===== src/rtl/y86_pkg.sv =====
// Shared Y86-64 encoding constants, loader state type and the icode-to-length table.
package y86_pkg;

  localparam logic [3:0] IHALT   = 4'h0;
  localparam logic [3:0] INOP    = 4'h1;
  localparam logic [3:0] IRRMOVQ = 4'h2;
  localparam logic [3:0] IIRMOVQ = 4'h3;
  localparam logic [3:0] IRMMOVQ = 4'h4;
  localparam logic [3:0] IMRMOVQ = 4'h5;
  localparam logic [3:0] IOPQ    = 4'h6;
  localparam logic [3:0] IJXX    = 4'h7;
  localparam logic [3:0] ICALL   = 4'h8;
  localparam logic [3:0] IRET    = 4'h9;
  localparam logic [3:0] IPUSHQ  = 4'hA;
  localparam logic [3:0] IPOPQ   = 4'hB;

  localparam logic [3:0] RNONE   = 4'hF;

  typedef enum logic {
    ST_READY = 1'b0,
    ST_EMIT  = 1'b1
  } load_state_e;

  // Encoded length in bytes; 0 marks an icode with no encoding.
  function automatic logic [3:0] instr_len(input logic [3:0] icode);
    case (icode)
      IHALT, INOP, IRET:             instr_len = 4'd1;
      IRRMOVQ, IOPQ, IPUSHQ, IPOPQ:  instr_len = 4'd2;
      IJXX, ICALL:                   instr_len = 4'd9;
      IIRMOVQ, IRMMOVQ, IMRMOVQ:     instr_len = 4'd10;
      default:                       instr_len = 4'd0;
    endcase
  endfunction

endpackage


===== src/rtl/y86_instr_encoder.sv =====
// Packs decoded Y86-64 fields into the byte image; byte k lives in byte_buf[8k+7:8k].
module y86_instr_encoder
  import y86_pkg::*;
(
  input  logic [3:0]  icode,
  input  logic [3:0]  ifun,
  input  logic [3:0]  ra,
  input  logic [3:0]  rb,
  input  logic [63:0] val_c,
  output logic [79:0] byte_buf,
  output logic [3:0]  len,
  output logic        valid
);

  always_comb begin
    byte_buf      = '0;
    len           = instr_len(icode);
    valid         = (len != 4'd0);
    byte_buf[7:0] = {icode, ifun};
    case (len)
      4'd2: byte_buf[15:8] = {ra, rb};
      4'd9: byte_buf[71:8] = val_c;
      4'd10: begin
        byte_buf[15:8]  = {ra, rb};
        byte_buf[79:16] = val_c;
      end
      default: ;
    endcase
  end

endmodule


===== src/rtl/y86_imem_loader.sv =====
// Writes encoded Y86-64 instructions into byte-wide instruction memory, one byte
// per cycle at a running PC. Handshake: a transfer happens on a rising clk edge where in_valid && in_ready.
module y86_imem_loader
  import y86_pkg::*;
#(
  parameter int MEM_BYTES = 1024,
  parameter int ADDR_W    = 64
) (
  input  logic              clk,
  input  logic              rst_n,
  input  logic              start,
  input  logic [ADDR_W-1:0] base_addr,
  input  logic              in_valid,
  output logic              in_ready,
  input  logic [3:0]        icode,
  input  logic [3:0]        ifun,
  input  logic [3:0]        rA,
  input  logic [3:0]        rB,
  input  logic [63:0]       valC,
  output logic              wr_en,
  output logic [ADDR_W-1:0] wr_addr,
  output logic [7:0]        wr_data,
  output logic [ADDR_W-1:0] next_pc,
  output logic              busy,
  output logic              err_invalid,
  output logic              err_bounds,
  output logic [15:0]       instr_count
);

  localparam logic [ADDR_W:0] MEM_LIMIT = (ADDR_W+1)'(MEM_BYTES);

  load_state_e       state_q, state_d;
  logic [79:0]       buf_q, buf_d;
  logic [3:0]        len_q, len_d;
  logic [3:0]        idx_q, idx_d;
  logic [ADDR_W-1:0] base_q, base_d;
  logic [ADDR_W-1:0] next_pc_q, next_pc_d;
  logic [15:0]       count_q, count_d;
  logic              wr_en_q, wr_en_d;
  logic [ADDR_W-1:0] wr_addr_q, wr_addr_d;
  logic [7:0]        wr_data_q, wr_data_d;
  logic              err_invalid_q, err_invalid_d;
  logic              err_bounds_q, err_bounds_d;

  logic [79:0]       enc_buf;
  logic [3:0]        enc_len;
  logic              enc_valid;
  logic [ADDR_W:0]   end_sum;

  y86_instr_encoder u_encoder (
    .icode    (icode),
    .ifun     (ifun),
    .ra       (rA),
    .rb       (rB),
    .val_c    (valC),
    .byte_buf (enc_buf),
    .len      (enc_len),
    .valid    (enc_valid)
  );

  assign in_ready = (state_q == ST_READY) && !start;
  assign busy     = (state_q == ST_EMIT);

  always_comb begin
    state_d       = state_q;
    buf_d         = buf_q;
    len_d         = len_q;
    idx_d         = idx_q;
    base_d        = base_q;
    next_pc_d     = next_pc_q;
    count_d       = count_q;
    wr_en_d       = 1'b0;
    wr_addr_d     = wr_addr_q;
    wr_data_d     = wr_data_q;
    err_invalid_d = 1'b0;
    err_bounds_d  = 1'b0;
    // One extra bit so a base near the top of the address space cannot wrap past the check.
    end_sum       = {1'b0, next_pc_q} + (ADDR_W+1)'(enc_len);

    case (state_q)
      ST_READY: begin
        if (start) begin
          next_pc_d = base_addr;
        end else if (in_valid) begin
          if (!enc_valid) begin
            err_invalid_d = 1'b1;
          end else if (end_sum > MEM_LIMIT) begin
            err_bounds_d = 1'b1;
          end else begin
            buf_d     = enc_buf;
            len_d     = enc_len;
            base_d    = next_pc_q;
            idx_d     = 4'd1;
            wr_en_d   = 1'b1;
            wr_addr_d = next_pc_q;
            wr_data_d = enc_buf[7:0];
            state_d   = ST_EMIT;
          end
        end
      end
      ST_EMIT: begin
        // idx_q is the index of the byte to present next; reaching len_q means the last byte is on the bus now.
        if (idx_q == len_q) begin
          state_d   = ST_READY;
          next_pc_d = base_q + ADDR_W'(len_q);
          count_d   = count_q + 16'd1;
        end else begin
          wr_en_d   = 1'b1;
          wr_addr_d = base_q + ADDR_W'(idx_q);
          wr_data_d = buf_q[{idx_q, 3'b000} +: 8];
          idx_d     = idx_q + 4'd1;
        end
      end
      default: state_d = ST_READY;
    endcase
  end

  always_ff @(posedge clk or negedge rst_n) begin
    if (!rst_n) begin
      state_q       <= ST_READY;
      buf_q         <= '0;
      len_q         <= '0;
      idx_q         <= '0;
      base_q        <= '0;
      next_pc_q     <= '0;
      count_q       <= '0;
      wr_en_q       <= 1'b0;
      wr_addr_q     <= '0;
      wr_data_q     <= '0;
      err_invalid_q <= 1'b0;
      err_bounds_q  <= 1'b0;
    end else begin
      state_q       <= state_d;
      buf_q         <= buf_d;
      len_q         <= len_d;
      idx_q         <= idx_d;
      base_q        <= base_d;
      next_pc_q     <= next_pc_d;
      count_q       <= count_d;
      wr_en_q       <= wr_en_d;
      wr_addr_q     <= wr_addr_d;
      wr_data_q     <= wr_data_d;
      err_invalid_q <= err_invalid_d;
      err_bounds_q  <= err_bounds_d;
    end
  end

  assign wr_en       = wr_en_q;
  assign wr_addr     = wr_addr_q;
  assign wr_data     = wr_data_q;
  assign next_pc     = next_pc_q;
  assign instr_count = count_q;
  assign err_invalid = err_invalid_q;
  assign err_bounds  = err_bounds_q;

endmodule


===== config.mk =====
export PLATFORM = sky130hd
export DESIGN_NAME = y86_imem_loader
export DESIGN_NICKNAME = d
export VERILOG_FILES = /design/src/rtl/y86_pkg.sv /design/src/rtl/y86_instr_encoder.sv /design/src/rtl/y86_imem_loader.sv
export SDC_FILE = /design/constraint.sdc
export NUM_CORES = 1
export LEC_CHECK = 0
export ABC_AREA = 0
export CAP_MARGIN = 20
export CORE_UTILIZATION = 59
export DETAILED_ROUTE_END_ITERATION = 8
export HOLD_SLACK_MARGIN = 0.08
export PLACE_DENSITY = 0.87
export SYNTH_ARGS = -nofsm -noshare
export SYNTH_HDL_FRONTEND = slang
export SYNTH_SLANG_ARGS = --single-unit

===== constraint.sdc =====
create_clock -name clk -period 6.1 [get_ports clk]
set_clock_uncertainty 0.1 [all_clocks]
set_input_delay 1.22 -clock clk [delete_from_list [all_inputs] [get_ports clk]]
set_output_delay 1.22 -clock clk [all_outputs]
set_load 0.01 [all_outputs]

==> results.yml <==
timing:
  min_period_ns: 5.86
  relSlewSlack_pct: 24.8
  timing.final.hold_violations: 0
  max_slew.worst_pin.slew_ns: 1.13
  finalCritPeriodShare_pct: 96.1
  grt_setup_unrepaired: "no"
  postLayoutSetupSlackWorst_ns: 0.239
  slew_viol_final: 0
  max_freq_mhz: 171
  setup_viol_count_final: 0
floorplan:
  core_area_um2: 30700
  dieHeight_um: 179
  ios: 305
  start_util_pct: 60.3
  rows: 64
  dieArea_um2: 32000
  dieWidth_um: 179
synth:
  synth_cell_types: 76
  synth_most_common_cell: "nand2_1"
  syn_inst: 2125
  synth-seq-cells: 306
  synth_seq_area_share_pct: 41.4
  synth_area_um2: 18500
  synth_ff_type: "dfrtp_1"
  syn_nets: 2288
  synth_edf_count: 0
  synth_area_leaders: "dfrtp_1, nand2_1, o21ai_0"
  synth_top_area_share_pct: 41.4
  yosys_warnings: 0
  synth_top_area_cell: "dfrtp_1"
  synth_common_cells: "nand2_1, dfrtp_1, o21ai_0"
  synth_area_per_cell_um2: 8.70
  async_flop_share_pct: 100
routing:
  wl_um: 69300
  drtAntennaViolNets: 0
  routed_via_density: 6.58
  initialDrtViolationCount: 2432
  first_pass_iters: 6
  wire_per_inst_um: 24.8
  drc: 0
  num_vias: 18400
layout:
  seq_area_um2: 7660
  syn_to_final_growth_pct: 24.9
  multi_input_area_um2: 9970
  nets: 2535
  nFillCells: 2044
  drive_above_1_share_pct: 9.64
  fin_util_pct: 75.3
cts:
  root_buffer: "clkbuf_16"
  clk_latency_ns: 0.60
  htreeDepth: 1
  post_cts_buffers: 0
  cts_tree: "done"
  clock-sinks: 306
  cts-buffers-inserted: 31
  path_clk_slew_ns: 0.06
  clockBufferDepth: 3
worst_hold_path:
  hp-class: "register to register"
grt:
  antenna_found_initial: 2
  grt_pass1_wl_um: 104000
  gr-total-overflow: 0
  grt_max_degree: 172
  grt_pass1_vias: 17600
  grt_use_total_pct: 43.3
placement:
  dp_hpwl_um: 50100
  port_buffers: 304
  place.gp.congestion: 1.02
  dp_slack_ns: -0.299
setup_path:
  critPathCaptureType: "register"
  required_ns: 6.48
  cp.arrival_ns: 6.24
  worstPathMaxFanout: 31
  cp-start-kind: "input port"
  crit_type: "input port to register"
power:
  max-vdd-ir-drop_mv: 0.291
  leakagePower_uw: 0.00923
  power_density_nw_per_um2: 391
outcome:
  status: "completed"
job:
  maxCapViolCount: 0
worst paths after layout:
path	from	slack (ns)	to	cells after the start
min reg2reg	buf_q[64]	0.37	buf_q[64]	2
min	buf_q[64]	0.37	buf_q[64]	2
max reg2reg	len_q[0]	1.53	next_pc[42]	11
max in group asynchronous	rst_n	4.02	next_pc[63]	2
max	icode[1]	0.24	wr_addr[63]	21
min in group asynchronous	rst_n	0.50	next_pc[6]	1
metal layers:
metal / vias up / GRT usage (%) / wire length [µm]
met2: 1268 / 67.1 / 31400
met3: 233 / 8.78 / 7710
li1: 8010 / - / -
met1: 8870 / 59.5 / 27000
met4: 2 / 17.1 / 3240
met5: - / 0 / 18
kinds of logic (layout without fill, tap and decap cells):
family | after synthesis | after routing | share of synthesized area, %
simple gates | 905 | 905 | 23.5
xor+xnor | 149 | 149 | 7.06
flops | 306 | 306 | 41.4
mux | 98 | 98 | 7.64
fa+ha+maj | 15 | 15 | 1.14
buf+inv | 197 | 469 | 4.75
other cells | 0 | 1 | 0
compound gates | 455 | 455 | 14.5
worst max-delay path, cell delays in order:
cell and delay [ns]:
clkdlybuf4s50_1 0.57, a21oi_1 0.09, mux2_2 0.28, a21oi_1 0.20
ha_1 0.21, inv_1 0.06, fa_1 0.42, and3b_1 0.32
o21ai_0 0.15, buf_4 0.17, or4_1 0.55, buf_4 0.19
buf_4 0.13, nor2_1 0.10, a21oi_1 0.10, nor4_1 0.35
and4_4 0.34, nor2_8 0.04, inv_2 0.09, buf_12 0.26
mux2_2 0.37
layout by cell type (no fill, tap or decap), types with 12 or more instances in the layout:
cell type,count
nor3_1,59
dfrtp_1,305
or3_1,20
a22oi_1,68
xnor2_1,86
o21ai_0,207
and2_1,68
mux2_4,39
mux2_2,28
nor2_1,160
xor2_1,63
a21oi_1,90
ha_1,12
clkdlybuf4s50_1,303
and3_1,39
inv_1,30
mux2i_1,15
nand3_1,74
a31oi_1,15
mux4_2,16
nor4_1,34
buf_4,63
nand4_1,64
nand2_1,341
clkbuf_16,31
power by group:
part,total [µW],leakage [µW],switching (µW),internal [µW]
Clock,2090,0.000534,887,1200
Combinational,3470,0.00468,1700,1770
Sequential,3470,0.00401,981,2480
Total,9020,0.00923,3560,5460
cell type report:
type / instances / area share (%)
multi-input cells: 1622 / 43.2
inverters: 33 / 0.536
flip-flops and latches: 306 / 33.2
clock buffers: 40 / 3.68
clock inverters: 18 / 1.06
repair buffers: 378 / 16.2
diodes: 1 / 0.0108
well taps: 396 / 2.15
per-stage QoR:
stage | power [µW] | area, µm² | hold slack [ns] | instances | TNS, ns
floorplan | 5000 | 18500 | 0.334 | 2125 | 0
global placement | 6710 | 22000 | 0.355 | 2734 | -9.13
detailed placement | 6830 | 22000 | 0.360 | 2734 | -19.13
CTS | 8920 | 23100 | 0.375 | 2792 | 0
global route | 9390 | 23100 | 0.401 | 2793 | 0
finish | 9020 | 23100 | 0.375 | 2794 | 0
state kept, by name, summed over array words and instances (netlist names), 3 cells and up:
name and count:
len_q 3, wr_data 8, next_pc 64, wr_addr 64
instr_count 16, base_q 64, idx_q 4, buf_q 80
timing repair:
action | CTS | global route
resized for setup | 0 | 4
endpoints found under the setup margin | 0 | 33
hold buffers | 0 | 0
(Power assumes the default switching activity.)
